`src/rtl/spm_port_arbiter_if.sv`:
```
// Memory-channel bundle between spm_port_arbiter and the host read/write channel.
//   master modport : arbiter side (drives request, receives read response)
//   slave modport  : memory/host side (accepts request, returns read data)
// Signals:
//   mem_req_valid / mem_req_ready : request handshake, accepted on valid&ready at posedge
//   mem_req_we                    : 1 = write, 0 = read
//   mem_req_addr                  : 64-bit byte address
//   mem_req_wdata                 : write data
//   mem_rsp_valid / mem_rsp_data  : in-order read response, one per read
interface spm_port_arbiter_if #(
  parameter int DATA_WID = 32
) ();
  logic                mem_req_valid;
  logic                mem_req_ready;
  logic                mem_req_we;
  logic [63:0]         mem_req_addr;
  logic [DATA_WID-1:0] mem_req_wdata;
  logic                mem_rsp_valid;
  logic [DATA_WID-1:0] mem_rsp_data;

  modport master (
    output mem_req_valid, mem_req_we, mem_req_addr, mem_req_wdata,
    input  mem_req_ready, mem_rsp_valid, mem_rsp_data
  );

  modport slave (
    input  mem_req_valid, mem_req_we, mem_req_addr, mem_req_wdata,
    output mem_req_ready, mem_rsp_valid, mem_rsp_data
  );
endinterface

```
`src/rtl/spm_port_arbiter.sv`:
```
// spm_port_arbiter
// Serialises the two BRAM-style ports of an HLS core onto a single external
// memory channel. One request is in flight at a time and at most one read is
// outstanding; the core is stalled while its batch of accesses completes.
// Ports:
//   mod_clk, reset        : core clock, asynchronous active-high reset
//   rd_base, wr_base      : byte bases for reads / writes (static while busy)
//   addr*/ce*/we*/d*      : core port 0/1 address, enable, write enable, write data
//   q0, q1                : registered read data per port
//   stall                 : high while a batch is being serviced
//   mem                   : memory channel (spm_port_arbiter_if.master)
//   access_cnt, stall_cnt : accepted requests / stalled cycles, wrapping
//   rsp_err               : sticky, read response seen while not waiting for one
module spm_port_arbiter #(
  parameter int ADDR_WID = 13,
  parameter int DATA_WID = 32,
  parameter int RR_ORDER = 0
) (
  input  logic                mod_clk,
  input  logic                reset,
  input  logic [63:0]         rd_base,
  input  logic [63:0]         wr_base,
  input  logic [ADDR_WID-1:0] addr0,
  input  logic [ADDR_WID-1:0] addr1,
  input  logic                ce0,
  input  logic                ce1,
  input  logic                we0,
  input  logic                we1,
  input  logic [DATA_WID-1:0] d0,
  input  logic [DATA_WID-1:0] d1,
  output logic [DATA_WID-1:0] q0,
  output logic [DATA_WID-1:0] q1,
  output logic                stall,
  spm_port_arbiter_if.master  mem,
  output logic [31:0]         access_cnt,
  output logic [31:0]         stall_cnt,
  output logic                rsp_err
);

  localparam logic [1:0] ST_IDLE  = 2'd0;
  localparam logic [1:0] ST_ISSUE = 2'd1;
  localparam logic [1:0] ST_WAIT  = 2'd2;

  localparam bit RR_EN = (RR_ORDER != 32'sd0);

  // Zero-extended word address scaled to bytes; the add wraps modulo 2^64.
  function automatic logic [63:0] byte_addr(input logic [63:0] base,
                                            input logic [ADDR_WID-1:0] a);
    logic [63:0] ext;
    ext = {{(64-ADDR_WID){1'b0}}, a};
    return base + (ext << 3'd2);
  endfunction

  logic [1:0]                 state_q, state_d;
  logic [1:0]                 pend_q, pend_d;     // per-port slot still to be served
  logic                       cur_q, cur_d;       // port currently being served
  logic                       rr_q, rr_d;         // first port of the next two-port batch
  logic [1:0][ADDR_WID-1:0]   p_addr_q, p_addr_d;
  logic [1:0]                 p_we_q, p_we_d;
  logic [1:0][DATA_WID-1:0]   p_d_q, p_d_d;
  logic [1:0][DATA_WID-1:0]   q_q, q_d;
  logic                       req_valid_q, req_valid_d;
  logic                       req_we_q, req_we_d;
  logic [63:0]                req_addr_q, req_addr_d;
  logic [DATA_WID-1:0]        req_wdata_q, req_wdata_d;
  logic [31:0]                access_cnt_q, access_cnt_d;
  logic [31:0]                stall_cnt_q, stall_cnt_d;
  logic                       rsp_err_q, rsp_err_d;

  logic done_s;   // current slot finished this cycle
  logic first_s;  // port served first in a newly captured batch
  logic nxt_s;    // the other port, candidate for the next slot

  // Next-state, slot capture and request payload computation.
  always_comb begin
    state_d      = state_q;
    pend_d       = pend_q;
    cur_d        = cur_q;
    rr_d         = rr_q;
    p_addr_d     = p_addr_q;
    p_we_d       = p_we_q;
    p_d_d        = p_d_q;
    q_d          = q_q;
    req_valid_d  = req_valid_q;
    req_we_d     = req_we_q;
    req_addr_d   = req_addr_q;
    req_wdata_d  = req_wdata_q;
    access_cnt_d = access_cnt_q;
    stall_cnt_d  = (state_q != ST_IDLE) ? stall_cnt_q + 32'd1 : stall_cnt_q;
    rsp_err_d    = rsp_err_q | (mem.mem_rsp_valid & (state_q != ST_WAIT));
    done_s       = 1'b0;
    first_s      = 1'b0;
    nxt_s        = ~cur_q;

    case (state_q)
      ST_IDLE: begin
        if (ce0 | ce1) begin
          pend_d      = {ce1, ce0};
          p_addr_d[0] = ce0 ? addr0 : p_addr_q[0];
          p_we_d[0]   = ce0 ? we0   : p_we_q[0];
          p_d_d[0]    = ce0 ? d0    : p_d_q[0];
          p_addr_d[1] = ce1 ? addr1 : p_addr_q[1];
          p_we_d[1]   = ce1 ? we1   : p_we_q[1];
          p_d_d[1]    = ce1 ? d1    : p_d_q[1];
          if (ce0 & ce1) begin
            first_s = rr_q;
            rr_d    = RR_EN ? ~rr_q : rr_q;
          end else begin
            // Single-port batch: ce1 alone means port 1.
            first_s = ce1;
            rr_d    = rr_q;
          end
          // The first request is built straight from the port inputs, which
          // are being captured on this same edge.
          cur_d       = first_s;
          req_we_d    = first_s ? we1 : we0;
          req_addr_d  = byte_addr(req_we_d ? wr_base : rd_base, first_s ? addr1 : addr0);
          req_wdata_d = first_s ? d1 : d0;
          req_valid_d = 1'b1;
          state_d     = ST_ISSUE;
        end else begin
          state_d = ST_IDLE;
        end
      end
      ST_ISSUE: begin
        if (mem.mem_req_ready) begin
          access_cnt_d = access_cnt_q + 32'd1;
          if (req_we_q) begin
            // Writes are posted: the slot is complete at acceptance.
            done_s = 1'b1;
          end else begin
            req_valid_d = 1'b0;
            state_d     = ST_WAIT;
          end
        end else begin
          state_d = ST_ISSUE;
        end
      end
      ST_WAIT: begin
        if (mem.mem_rsp_valid) begin
          q_d[cur_q] = mem.mem_rsp_data;
          done_s     = 1'b1;
        end else begin
          state_d = ST_WAIT;
        end
      end
      default: begin
        state_d     = ST_IDLE;
        req_valid_d = 1'b0;
      end
    endcase

    // Retire the current slot and move on to the other port if it is pending.
    if (done_s) begin
      pend_d[cur_q] = 1'b0;
      if (pend_q[nxt_s]) begin
        cur_d       = nxt_s;
        req_valid_d = 1'b1;
        req_we_d    = p_we_q[nxt_s];
        req_addr_d  = byte_addr(p_we_q[nxt_s] ? wr_base : rd_base, p_addr_q[nxt_s]);
        req_wdata_d = p_d_q[nxt_s];
        state_d     = ST_ISSUE;
      end else begin
        req_valid_d = 1'b0;
        state_d     = ST_IDLE;
      end
    end else begin
      nxt_s = ~cur_q;
    end
  end

  // State and datapath registers with asynchronous reset.
  always_ff @(posedge mod_clk or posedge reset) begin
    if (reset) begin
      state_q      <= ST_IDLE;
      pend_q       <= 2'b00;
      cur_q        <= 1'b0;
      rr_q         <= 1'b0;
      p_addr_q     <= '0;
      p_we_q       <= 2'b00;
      p_d_q        <= '0;
      q_q          <= '0;
      req_valid_q  <= 1'b0;
      req_we_q     <= 1'b0;
      req_addr_q   <= 64'd0;
      req_wdata_q  <= '0;
      access_cnt_q <= 32'd0;
      stall_cnt_q  <= 32'd0;
      rsp_err_q    <= 1'b0;
    end else begin
      state_q      <= state_d;
      pend_q       <= pend_d;
      cur_q        <= cur_d;
      rr_q         <= rr_d;
      p_addr_q     <= p_addr_d;
      p_we_q       <= p_we_d;
      p_d_q        <= p_d_d;
      q_q          <= q_d;
      req_valid_q  <= req_valid_d;
      req_we_q     <= req_we_d;
      req_addr_q   <= req_addr_d;
      req_wdata_q  <= req_wdata_d;
      access_cnt_q <= access_cnt_d;
      stall_cnt_q  <= stall_cnt_d;
      rsp_err_q    <= rsp_err_d;
    end
  end

  assign stall             = (state_q != ST_IDLE);
  assign q0                = q_q[0];
  assign q1                = q_q[1];
  assign mem.mem_req_valid = req_valid_q;
  assign mem.mem_req_we    = req_we_q;
  assign mem.mem_req_addr  = req_addr_q;
  assign mem.mem_req_wdata = req_wdata_q;
  assign access_cnt        = access_cnt_q;
  assign stall_cnt         = stall_cnt_q;
  assign rsp_err           = rsp_err_q;

endmodule

```
`src/flat_wrapper.sv`:
```
// flat-port wrapper written by rule: the top's interface ports become plain ports
module spm_port_arbiter_flat 
#(
  parameter int ADDR_WID = 13,
  parameter int DATA_WID = 32,
  parameter int RR_ORDER = 0
)
  (mod_clk, reset, rd_base, wr_base, addr0, addr1, ce0, ce1, we0, we1, d0, d1, q0, q1, stall, access_cnt, stall_cnt, rsp_err, mem_mem_req_valid, mem_mem_req_we, mem_mem_req_addr, mem_mem_req_wdata, mem_mem_req_ready, mem_mem_rsp_valid, mem_mem_rsp_data);
  spm_port_arbiter_if #(.DATA_WID(DATA_WID)) mem_i ();
  input  logic mod_clk;
  input  logic reset;
  input  logic [63:0] rd_base;
  input  logic [63:0] wr_base;
  input  logic [ADDR_WID-1:0] addr0;
  input  logic [ADDR_WID-1:0] addr1;
  input  logic ce0;
  input  logic ce1;
  input  logic we0;
  input  logic we1;
  input  logic [DATA_WID-1:0] d0;
  input  logic [DATA_WID-1:0] d1;
  output logic [DATA_WID-1:0] q0;
  output logic [DATA_WID-1:0] q1;
  output logic stall;
  output logic [31:0] access_cnt;
  output logic [31:0] stall_cnt;
  output logic rsp_err;
  output wire logic [$bits(mem_i.mem_req_valid)-1:0] mem_mem_req_valid;
  output wire logic [$bits(mem_i.mem_req_we)-1:0] mem_mem_req_we;
  output wire logic [$bits(mem_i.mem_req_addr)-1:0] mem_mem_req_addr;
  output wire logic [$bits(mem_i.mem_req_wdata)-1:0] mem_mem_req_wdata;
  input wire logic [$bits(mem_i.mem_req_ready)-1:0] mem_mem_req_ready;
  input wire logic [$bits(mem_i.mem_rsp_valid)-1:0] mem_mem_rsp_valid;
  input wire logic [$bits(mem_i.mem_rsp_data)-1:0] mem_mem_rsp_data;
  assign mem_mem_req_valid = mem_i.mem_req_valid;
  assign mem_mem_req_we = mem_i.mem_req_we;
  assign mem_mem_req_addr = mem_i.mem_req_addr;
  assign mem_mem_req_wdata = mem_i.mem_req_wdata;
  assign mem_i.mem_req_ready = mem_mem_req_ready;
  assign mem_i.mem_rsp_valid = mem_mem_rsp_valid;
  assign mem_i.mem_rsp_data = mem_mem_rsp_data;
  spm_port_arbiter #(.ADDR_WID(ADDR_WID), .DATA_WID(DATA_WID), .RR_ORDER(RR_ORDER)) u_core (.mod_clk(mod_clk), .reset(reset), .rd_base(rd_base), .wr_base(wr_base), .addr0(addr0), .addr1(addr1), .ce0(ce0), .ce1(ce1), .we0(we0), .we1(we1), .d0(d0), .d1(d1), .q0(q0), .q1(q1), .stall(stall), .mem(mem_i), .access_cnt(access_cnt), .stall_cnt(stall_cnt), .rsp_err(rsp_err));
endmodule
```
`config.mk`:
```
export PLATFORM = sky130hd
export DESIGN_NAME = spm_port_arbiter_flat
export DESIGN_NICKNAME = d
export VERILOG_FILES = /design/src/rtl/spm_port_arbiter_if.sv /design/src/rtl/spm_port_arbiter.sv /design/src/flat_wrapper.sv
export SDC_FILE = /design/constraint.sdc
export NUM_CORES = 1
export LEC_CHECK = 0
export ABC_AREA = 1
export CAP_MARGIN = 25
export CORE_UTILIZATION = 30
export CTS_CLUSTER_DIAMETER = 30
export DETAILED_ROUTE_END_ITERATION = 7
export DONT_BUFFER_PORTS = 1
export SLEW_MARGIN = 5
export SYNTH_ARGS = -nofsm -noshare
export SYNTH_HDL_FRONTEND = slang
export SYNTH_SLANG_ARGS = --single-unit
```
`constraint.sdc`:
```
create_clock -name mod_clk -period 12.7 [get_ports mod_clk]
set_clock_uncertainty 0.05 [all_clocks]
set_input_delay 1.905 -clock mod_clk [delete_from_list [all_inputs] [get_ports mod_clk]]
set_output_delay 1.905 -clock mod_clk [all_outputs]
set_load 0.02 [all_outputs]
```
# Word level (Yosys, flattened, before mapping)
# Cells that the tools add are included.
totals:
  in_bits: 258
  regBits: 324
  ram_bits: 0
  memories: 0
  word_cells: 107
  romBits: 0
  output_inout_bits: 228
  latch_bits: 0
classes:
  n_addsub: 4
  n_reduce_logical: 9
  mul: 0
  muxes: 57
  n_eq_ne: 9
  bitwise: 7
  magnitude_cmp: 3
  n_shift: 0
  div_mod_pow: 0
op_table:
  columns: ["cell", "n"]
  rows:
  - ["$mux 64", 6]
  - ["$mux 32", 8]
  - ["$add 64x15->64", 2]
  - ["$add 32x1->32 const B", 2]
  - ["$bwmux 64", 1]
  - ["$mux 13", 3]
  - ["$demux 32 s1", 1]
  - ["$mux 1", 27]
  - ["$mux 2", 7]
  - ["$ne 3x2->1 const B", 2]
  - ["$pmux 2 s3", 1]
  - ["$reduce_and 2->1", 3]
  - ["$reduce_and 3->1", 2]
  - ["$lt 1x2->1 const B", 2]
  - ["$ne 4x4->1 const B", 1]
  - ["$reduce_and 4->1", 1]
  - ["$ne 3x1->1 const B", 1]
  - ["$ne 3x3->1 const B", 1]
  - ["$pmux 1 s3", 1]
  - ["$and 1x1->1", 2]
  - ["$and 2x2->2", 1]
  - ["$eq 2x1->1 const B", 1]
  - ["$eq 2x2->1 const B", 1]
  - ["$logic_not 2->1", 1]
  - ["10 further kinds", 11]

# Logic depth before layout (Yosys ltp)
# Gate-level depths: netlist of run 1.
depth:
  word_depth: 11
  ltp_mapped: 27
  ltp_nobuf: 22

# Worst setup path before layout of run 1
# No wires, ideal clock.
synth_path:
  path_type: "input -> register"
  startpoint: "input port ce0"
  endpoint: "register u_core.req_addr_q[10], in the netlist u_core.mem.mem_req_addr[10]"
  t_arrival_ps: 4940
  path_slack_ps: 7592
  n_path_buf: 5
  cell_stages: 20
  required_ps: 12532
  setup_time_ps: 118
  path_cell_list: "buf_4 -> inv_4 -> nand2_4 -> nand2_4 -> nand2_4 -> buf_6 -> buf_2 -> buf_1 -> clkbuf_1 -> o21ai_0 -> ha_1 -> fa_1 -> inv_1 -> nor3_1 -> nor2_1 -> o21ai_0 -> or2_2 -> nand3_1 -> a21oi_1 -> a21o_1"
synth_between:
  elab_chain_cells: 11
  elab_cells_between_ends: 13
  cone_classes: "add/sub: 1; mux: 10; bitwise: 2"
synth_lines:
  columns: ["item", "line", "source"]
  rows:
  - ["from (decl)", "flat_wrapper.sv:16", "input logic ce0;"]
  - ["$and 1x1->1", "spm_port_arbiter.sv:105", "if (ce0 & ce1) begin"]
  - ["$mux 1", "spm_port_arbiter.sv:105", null]
  - ["$mux 1", "spm_port_arbiter.sv:97", "if (ce0 | ce1) begin"]
  - ["$mux 1", "spm_port_arbiter.sv:95", "case (state_q)"]
  - ["$mux 1", "spm_port_arbiter.sv:116", "req_we_d = first_s ? we1 : we0;"]
  - ["$mux 64", "spm_port_arbiter.sv:117", "req_addr_d = byte_addr(req_we_d ? wr_base : rd_base, first_s ? addr1 : addr0);"]
  - ["$add 64x15->64", "spm_port_arbiter.sv:51", "return base + (ext << 3'd2);"]
  - ["$mux 64 *", "spm_port_arbiter.sv:97", null]
  - ["$mux 64 *", "spm_port_arbiter.sv:95", null]
  - ["$mux 64", "spm_port_arbiter.sv:156", "if (pend_q[nxt_s]) begin"]
  - ["$mux 64 *", "spm_port_arbiter.sv:154", "if (done_s) begin"]
  - ["named net u_core.req_addr_d[10]", "spm_port_arbiter.sv:64", "logic [63:0] req_addr_q, req_addr_d;"]
  - ["to (signal assigned)", "spm_port_arbiter.sv:201", "req_addr_q <= req_addr_d;"]
  - ["to (decl)", "spm_port_arbiter.sv:64", null]
# The timed path passes the listed nets; every way through them passes the cells marked *. The select of a mux whose other input is x is not followed.
# A chain may end at the register's enable or synchronous reset.

# Worst setup path in the final report of run 1
layout_path:
  startpoint: "register u_core.cur_q"
  endpoint: "register u_core.req_addr_q[52], in the netlist u_core.mem.mem_req_addr[52]"
layout_between:
  elab_chain_cells: 6
  elab_cells_between_ends: 10
  cone_classes: "add/sub: 1; mux: 9"
layout_lines:
  columns: ["item", "line", "source"]
  rows:
  - ["from (decl)", "spm_port_arbiter.sv:56", "logic cur_q, cur_d;"]
  - ["from (signal assigned)", "spm_port_arbiter.sv:193", "cur_q <= cur_d;"]
  - ["$mux 1 (implied by the code) (2 in series)", "spm_port_arbiter.sv:160", "req_addr_d = byte_addr(p_we_q[nxt_s] ? wr_base : rd_base, p_addr_q[nxt_s]);"]
  - ["$mux 64", "spm_port_arbiter.sv:160", null]
  - ["$add 64x15->64", "spm_port_arbiter.sv:51", null]
  - ["$mux 64 *", "spm_port_arbiter.sv:156", null]
  - ["$mux 64 *", "spm_port_arbiter.sv:154", null]
  - ["named net u_core.req_addr_d[52]", "spm_port_arbiter.sv:64", null]
# Marks and branches as above.

==> results by group, run 1 <==
Run status
  • Outcome: finished clean

Timing
  • Max Freq: 196 MHz
  • Fin. Hold Viols: 0
  • Setup TNS: 0 ns
  • Final min period: 5.11 ns
  • Post-route setup slack: 7.59 ns
  • Setup Viol. Count Final: 0
  • Final Cycle Share: 0.402
  • RSZ-0062 raised after global routing: no
  • Measured slew at the worst slew-check pin: 1.00 ns
  • Final Max Tran Viols: 0
  • Relative slew slack: 0.331

Yosys
  • Synthesized area: 21700 sq um
  • Number of flops mapped to enable cells by yosys: 0
  • Synth warnings: 0
  • Share of the synthesized area in the top cell type: 0.373
  • Ys async rst share: 1.00
  • Cells after Synth: 3292
  • Post-synthesis sequential area ratio: 0.373
  • Netlist cell types: 48
  • Syn nets: 3584
  • Syn avg cell area: 6.60 sq um
  • Synthesized flop and latch total: 324
  • Post-synth top cells: 1177 x nand2_1, 370 x inv_1, 324 x dfrtp_1
  • Ys flop type: dfrtp_1
  • Most frequent cell after synthesis: nand2_1
  • Synth area leader: dfrtp_1
  • Top post-synthesis cells by area: dfrtp_1 37%, nand2_1 20%, inv_1 6.4%

Clock network
  • CTS root buf: clkbuf_16
  • Clock buffer count from CTS: 94
  • PostCTS Resize Cnt: 0
  • Clock Latency Late Sink: 0.64 ns
  • Clk slew on worst S/H paths: 0.05 ns
  • Clock Sink Count: 324
  • Clock Tree Buf Depth: 3
  • CTS Hold Buffers Added: 0
  • H-tree Lvls: 3
  • Post-CTS Setup Inserts: 0
  • CTS tree: built

Setup path
  • Reg2reg path depth: 18
  • CP Class: flop to flop
  • Critical-path top delay cell: buf_4
  • Critical Path Start Type: flop
  • Max stage delay on crit path: 0.68 ns
  • Most used cell, CP: nand2_1
  • Worst EP arrival: 5.54 ns
  • R2R Setup Slk: 7.59 ns
  • FF-to-FF End: u_core.mem.mem_req_addr[52]
  • Worst-path fanout max: 77
  • Reg2reg start: u_core.cur_q
  • CP endpoint kind: flop
  • Critical-path cell list: buf_4 > nand2_1 > nand2_4 > o21ai_0 > ha_1 > nand2_1 > nor2_1 > nand3_1 > nand3_1 > nand2_1 > nand2_1 > nand2_1 > nor2_2 > nand3_1 > nand2_1 > nand2_1 > nor2_1 > nor2_1
  • WP data required: 13.13 ns

Layout
  • Post-route insts no fill: 4318
  • Storage cell area: 8110 sq um
  • Layout Nets: 3578
  • # fillers: 7662
  • Layout cell share with drive strength beyond 1: 0.0871
  • P&R area growth vs syn: 19.1%
  • Multi-input logic area: 11600 sq um

Power
  • VDD IR-drop max: 0.144 mV
  • Leak pwr: 0.0126 uW
  • PD cells: 268 nW/um^2

Route
  • Drt pass-1 iters: 6
  • WL final: 91700 um
  • Routed length on met3: 10700 um
  • Routed via count: 21.8k
  • Residual DRC: 0
  • Number of DRC markers in iteration 0: 2127
  • Routed WL per cell: 21.2 um
  • Met2 wire length: 38500 um
  • Vias per cell: 5.06
  • Top layer in use: met5
  • DRT antenna net count: 0
  • M1 WL: 38600 um

Hold path
  • HP Start: u_core.p_d_q[62]
  • Worst hold path type: flop to flop
  • Hold Crit Depth: 2
  • Hold Path Sink: u_core.p_d_q[62]

Flow run
  • Max-cap viol count: 0

Die
  • DIE WIDTH: 271 um
  • Die area: 73500 sq um
  • Die Y: 271 um
  • I/O pins: 486
  • Starting Density: 0.303
  • Core box area: 71600 sq um
  • Cell row count: 98

Placed design
  • Dpl ws: 7.04 ns
  • Post-DP HPWL: 71000 um
  • Placed cells: 4140
  • RePlAce Congestion: 1.01
  • IO Port Bufs: 0

GRT
  • Initial antenna violation count: 3
  • Total grt overflow: 0
  • Gr usage total: 0.242
  • Largest net degree at the start of global routing: 163
  • Vias in the first global route: 20.1k
  • First-pass GRT wire length: 133000 um
-- worst max-delay path by stage --
stage	cells after the start	to	slack (ns)	from
floorplan	1	u_core.access_cnt[0]	1.78	reset
global placement	12	u_core.mem.mem_req_addr[50]	7.17	mem_mem_req_ready
detailed placement	12	u_core.mem.mem_req_addr[15]	7.04	mem_mem_req_ready
CTS	12	u_core.mem.mem_req_addr[15]	7.73	mem_mem_req_ready
global route	12	u_core.mem.mem_req_addr[50]	7.37	mem_mem_req_ready
finish	18	u_core.mem.mem_req_addr[52]	7.59	u_core.cur_q
-- flip-flops by register name, indices dropped and copies added, names as in the netlist, 26 cells and up --
register	flops
u_core.access_cnt	32
u_core.mem.mem_req_addr	64
u_core.mem.mem_req_wdata	32
u_core.p_addr_q	26
u_core.p_d_q	64
u_core.q0	32
u_core.q1	32
u_core.stall_cnt	32
-- per-layer routing --
| metal | up-vias | global-route usage |
|---|---|---|
| li1 | 10500 | - |
| met3 | 188 | 0.0980 |
| met5 | - | 0 |
| met2 | 1028 | 0.352 |
| met4 | 2 | 0.100 |
| met1 | 10100 | 0.315 |
-- logic make-up (layout without fill, tap and decap cells) --
kind of cell	after synthesis	after routing	share of synthesized area
adders and majority gates	34	34	0.0203
xor gates and xnor gates	87	87	0.0351
and+or+nand+nor	1791	1791	0.337
other	0	3	0
DFF	324	324	0.373
buffers and inverters	505	578	0.0948
AOI/OAI and AO/OA	551	551	0.139
-- power by group --
part | switching [uW] | total, uW | internal, uW | leakage (uW)
combinational | 1620 | 2310 | 690 | 0.00694
clock | 747 | 2430 | 1690 | 0.00163
sequential | 728 | 2180 | 1450 | 0.00402
-- cell type report --
type | count | area share
antenna | 3 | 0.000290
clock buffer | 121 | 0.102
clock inverter | 54 | 0.0279
inverter | 386 | 0.0565
multi-input combinational | 2463 | 0.448
sequential | 324 | 0.313
tap | 950 | 0.0459
timing repair buffer | 17 | 0.00629
-- critical path: cells and delay by family (launching register included) --
family / cells / cell delay (ns)
AO/OA/AOI/OAI: 1 / 0.30
adder cells (fa/ha/maj): 1 / 0.43
buffers and inverters: 1 / 0.68
flip-flops: 1 / 0.35
AND/OR/NAND/NOR: 15 / 3.11
-- metrics by stage --
| stage | hold WS, ns | utilization | power (uW) | instance area, sq um |
|---|---|---|---|---|
| floorplan | 0.394 | - | 3680 | 21700 |
| global placement | 0.410 | 0.314 | 4410 | 22500 |
| detailed placement | 0.410 | 0.314 | 4450 | 22500 |
| CTS | 0.423 | 0.361 | 6930 | 25900 |
| global route | 0.435 | 0.361 | 7340 | 25900 |
| finish | 0.423 | 0.361 | 6920 | 25900 |
-- placed cells by master (no fill, tap or decap), types with 5 or more instances in the layout --
master | synthesis | layout
nand2_2 | 6 | 8
nor3_2 | 5 | 5
clkbuf_8 | 0 | 18
o211ai_1 | 28 | 28
dfrtp_1 | 324 | 323
nor2_4 | 5 | 6
inv_2 | 11 | 13
clkbuf_16 | 0 | 94
ha_1 | 32 | 32
or2_2 | 5 | 5
xnor2_1 | 24 | 24
o21bai_1 | 6 | 6
nand3_1 | 150 | 150
buf_4 | 9 | 13
nand2_1 | 1177 | 1173
nor2_1 | 315 | 314
nor4_1 | 9 | 9
o21ai_2 | 24 | 24
a21oi_1 | 111 | 111
nand2_4 | 3 | 5
a211oi_1 | 10 | 10
a31oi_1 | 23 | 23
nor3_1 | 34 | 34
xor2_1 | 63 | 63
nor2_2 | 30 | 30
bufinv_16 | 0 | 11
o21ai_1 | 60 | 60
clkbuf_1 | 80 | 9
clkinv_2 | 1 | 24
nand4_1 | 38 | 38
inv_1 | 370 | 368
clkinvlp_4 | 0 | 10
o21ai_0 | 275 | 275
No activity file was read; power rests on OpenSTA's default activity.
==> run 2, diff against run 1 <==
==> constraint.sdc (replaced) <==
create_clock -name mod_clk -period 5.35 [get_ports mod_clk]
set_clock_uncertainty 0.05 [all_clocks]
set_input_delay 0.8025 -clock mod_clk [delete_from_list [all_inputs] [get_ports mod_clk]]
set_output_delay 0.8025 -clock mod_clk [all_outputs]
set_load 0.02 [all_outputs]
==> results by group, run 2 (synthesized netlist as in run 1, its figures left out) <==
Timing
  • Measured slew at the worst slew-check pin: 1.01 ns
  • Final Cycle Share: 0.783
  • Relative slew slack: 0.325
  • Setup Viol. Count Final: 0
  • Fin. Hold Viols: 0
  • Setup TNS: 0 ns
  • Final min period: 4.19 ns
  • Final Max Tran Viols: 0
  • RSZ-0062 raised after global routing: no
  • Max Freq: 239 MHz

Clock network
  • Clk slew on worst S/H paths: 0.05 ns
  • CTS root buf: clkbuf_16
  • CTS Hold Buffers Added: 0
  • Post-CTS Setup Inserts: 0
  • PostCTS Resize Cnt: 0
  • Clock buffer count from CTS: 90
  • Clock Latency Late Sink: 0.66 ns
  • Clock Sink Count: 324
  • H-tree Lvls: 3
  • Clock Tree Buf Depth: 3
  • CTS tree: built

Power
  • Total power draw: 16100 uW
  • PD cells: 626 nW/um^2
  • VDD IR-drop max: 0.299 mV
  • Leak pwr: 0.0125 uW

Setup path
  • CP endpoint kind: flop
  • Critical Path Start Type: flop
  • Reg2reg path depth: 17
  • WP data required: 5.87 ns
  • CP Class: flop to flop
  • Worst-path fanout max: 27
  • Worst EP arrival: 4.71 ns

Layout
  • P&R area growth vs syn: 18.2%
  • Commonest cells after routing, fill and taps aside: 1173 x nand2_1, 368 x inv_1, 323 x dfrtp_1
  • Layout cell share with drive strength beyond 1: 0.0831
  • Most common cell after layout, fill and taps aside: nand2_1
  • Layout Nets: 3582

GRT
  • First-pass GRT wire length: 136000 um
  • M2 GR Usage: 0.365
  • Vias in the first global route: 20.6k
  • Met3 global-route usage: 0.0942
  • GR peak layer: met2
  • Total grt overflow: 0
  • Met1 Usage GRT: 0.317
  • Initial antenna violation count: 7
  • Gr usage total: 0.246
  • Largest net degree at the start of global routing: 149

Die
  • Die Y: 271 um
  • Starting Density: 0.303
  • DIE WIDTH: 271 um
  • I/O pins: 486
  • Die area: 73500 sq um
  • Cell row count: 98
  • Core box area: 71600 sq um

Route
  • Routed WL per cell: 21.6 um
  • Residual DRC: 0
  • Number of DRC markers in iteration 0: 2153
  • Drt pass-1 iters: 6
  • Routed via count: 22.0k
  • WL final: 93100 um
  • DRT antenna net count: 0
  • Vias per cell: 5.11

Hold path
  • Worst hold path type: input pin to asynchronous set/reset pin

Placed design
  • RePlAce Congestion: 0.992
  • Post-DP HPWL: 72000 um
  • IO Port Bufs: 0

Run status
  • Outcome: finished clean

Flow run
  • Max-cap viol count: 0
run 2: changes by cell type in the layout (fill, tap and decap cells not counted), sizes merged:
cell      before  now
bufinv        11    7
clkinv        35   30
clkinvlp      10    7
inv          384  382
buf           17   25
run 2: where the power goes:
group,internal (uW),switching (uW),total [uW]
clock network,3620,1750,5370
logic,1660,3870,5530
registers,3440,1740,5180
run 2: worst paths after layout:
kind	start	end	slack, ns
max reg2reg	u_core.cur_q	u_core.mem.mem_req_addr[44]	1.16
min reg2reg	u_core.p_d_q[54]	u_core.p_d_q[54]	0.42
max in group asynchronous	reset	u_core.mem.mem_req_addr[5]	3.95
min	reset	u_core.p_d_q[13]	0.08
max	u_core.cur_q	u_core.mem.mem_req_addr[44]	1.16
min in group mod_clk	addr0[1]	u_core.p_addr_q[1]	0.21
run 2: layout make-up:
class,instances,area [sq um]
Antenna cell,3,7.51
Clock buffer,121,2510
Clock inverter,40,581
Fill cell,7686,45900
Inverter,386,1460
Multi-Input combinational cell,2463,11600
Sequential cell,324,8110
Tap cell,950,1190
Timing Repair Buffer,25,238
run 2: stage by stage:
step | cell area (sq um) | cells | hold WS [ns] | worst slack [ns] | util
floorplan | 21700 | 3292 | 0.394 | 0.175 | -
global placement | 22600 | 4147 | 0.409 | 1.17 | 0.315
detailed placement | 22600 | 4148 | 0.410 | 1.11 | 0.315
CTS | 25700 | 4309 | 0.0504 | 1.34 | 0.359
global route | 25700 | 4309 | 0.0869 | 0.968 | 0.359
finish | 25700 | 4312 | 0.0812 | 1.16 | 0.359
run 2: critical path, stage by stage (launching register included):
cell     delay, ns
dfrtp_2       0.57
nand2_1       0.15
nand2_4       0.28
o21ai_0       0.16
ha_1          0.37
nand2_1       0.11
nor2_1        0.42
nand3_1       0.16
nand3_1       0.26
nand2_1       0.09
nand2_1       0.14
nand2_1       0.16
nor2_2        0.41
buf_4         0.23
nand2_1       0.05
nand2_1       0.07
nand3_1       0.25
nand2_1       0.17
run 2: per-layer routing:
| layer | vias up | part of all wire |
|---|---|---|
| met4 | 10 | 0.045 |
| li1 | 10500 | - |
| met2 | 1021 | 0.42 |
| met3 | 216 | 0.11 |
| met5 | - | 0.00075 |
| met1 | 10300 | 0.42 |
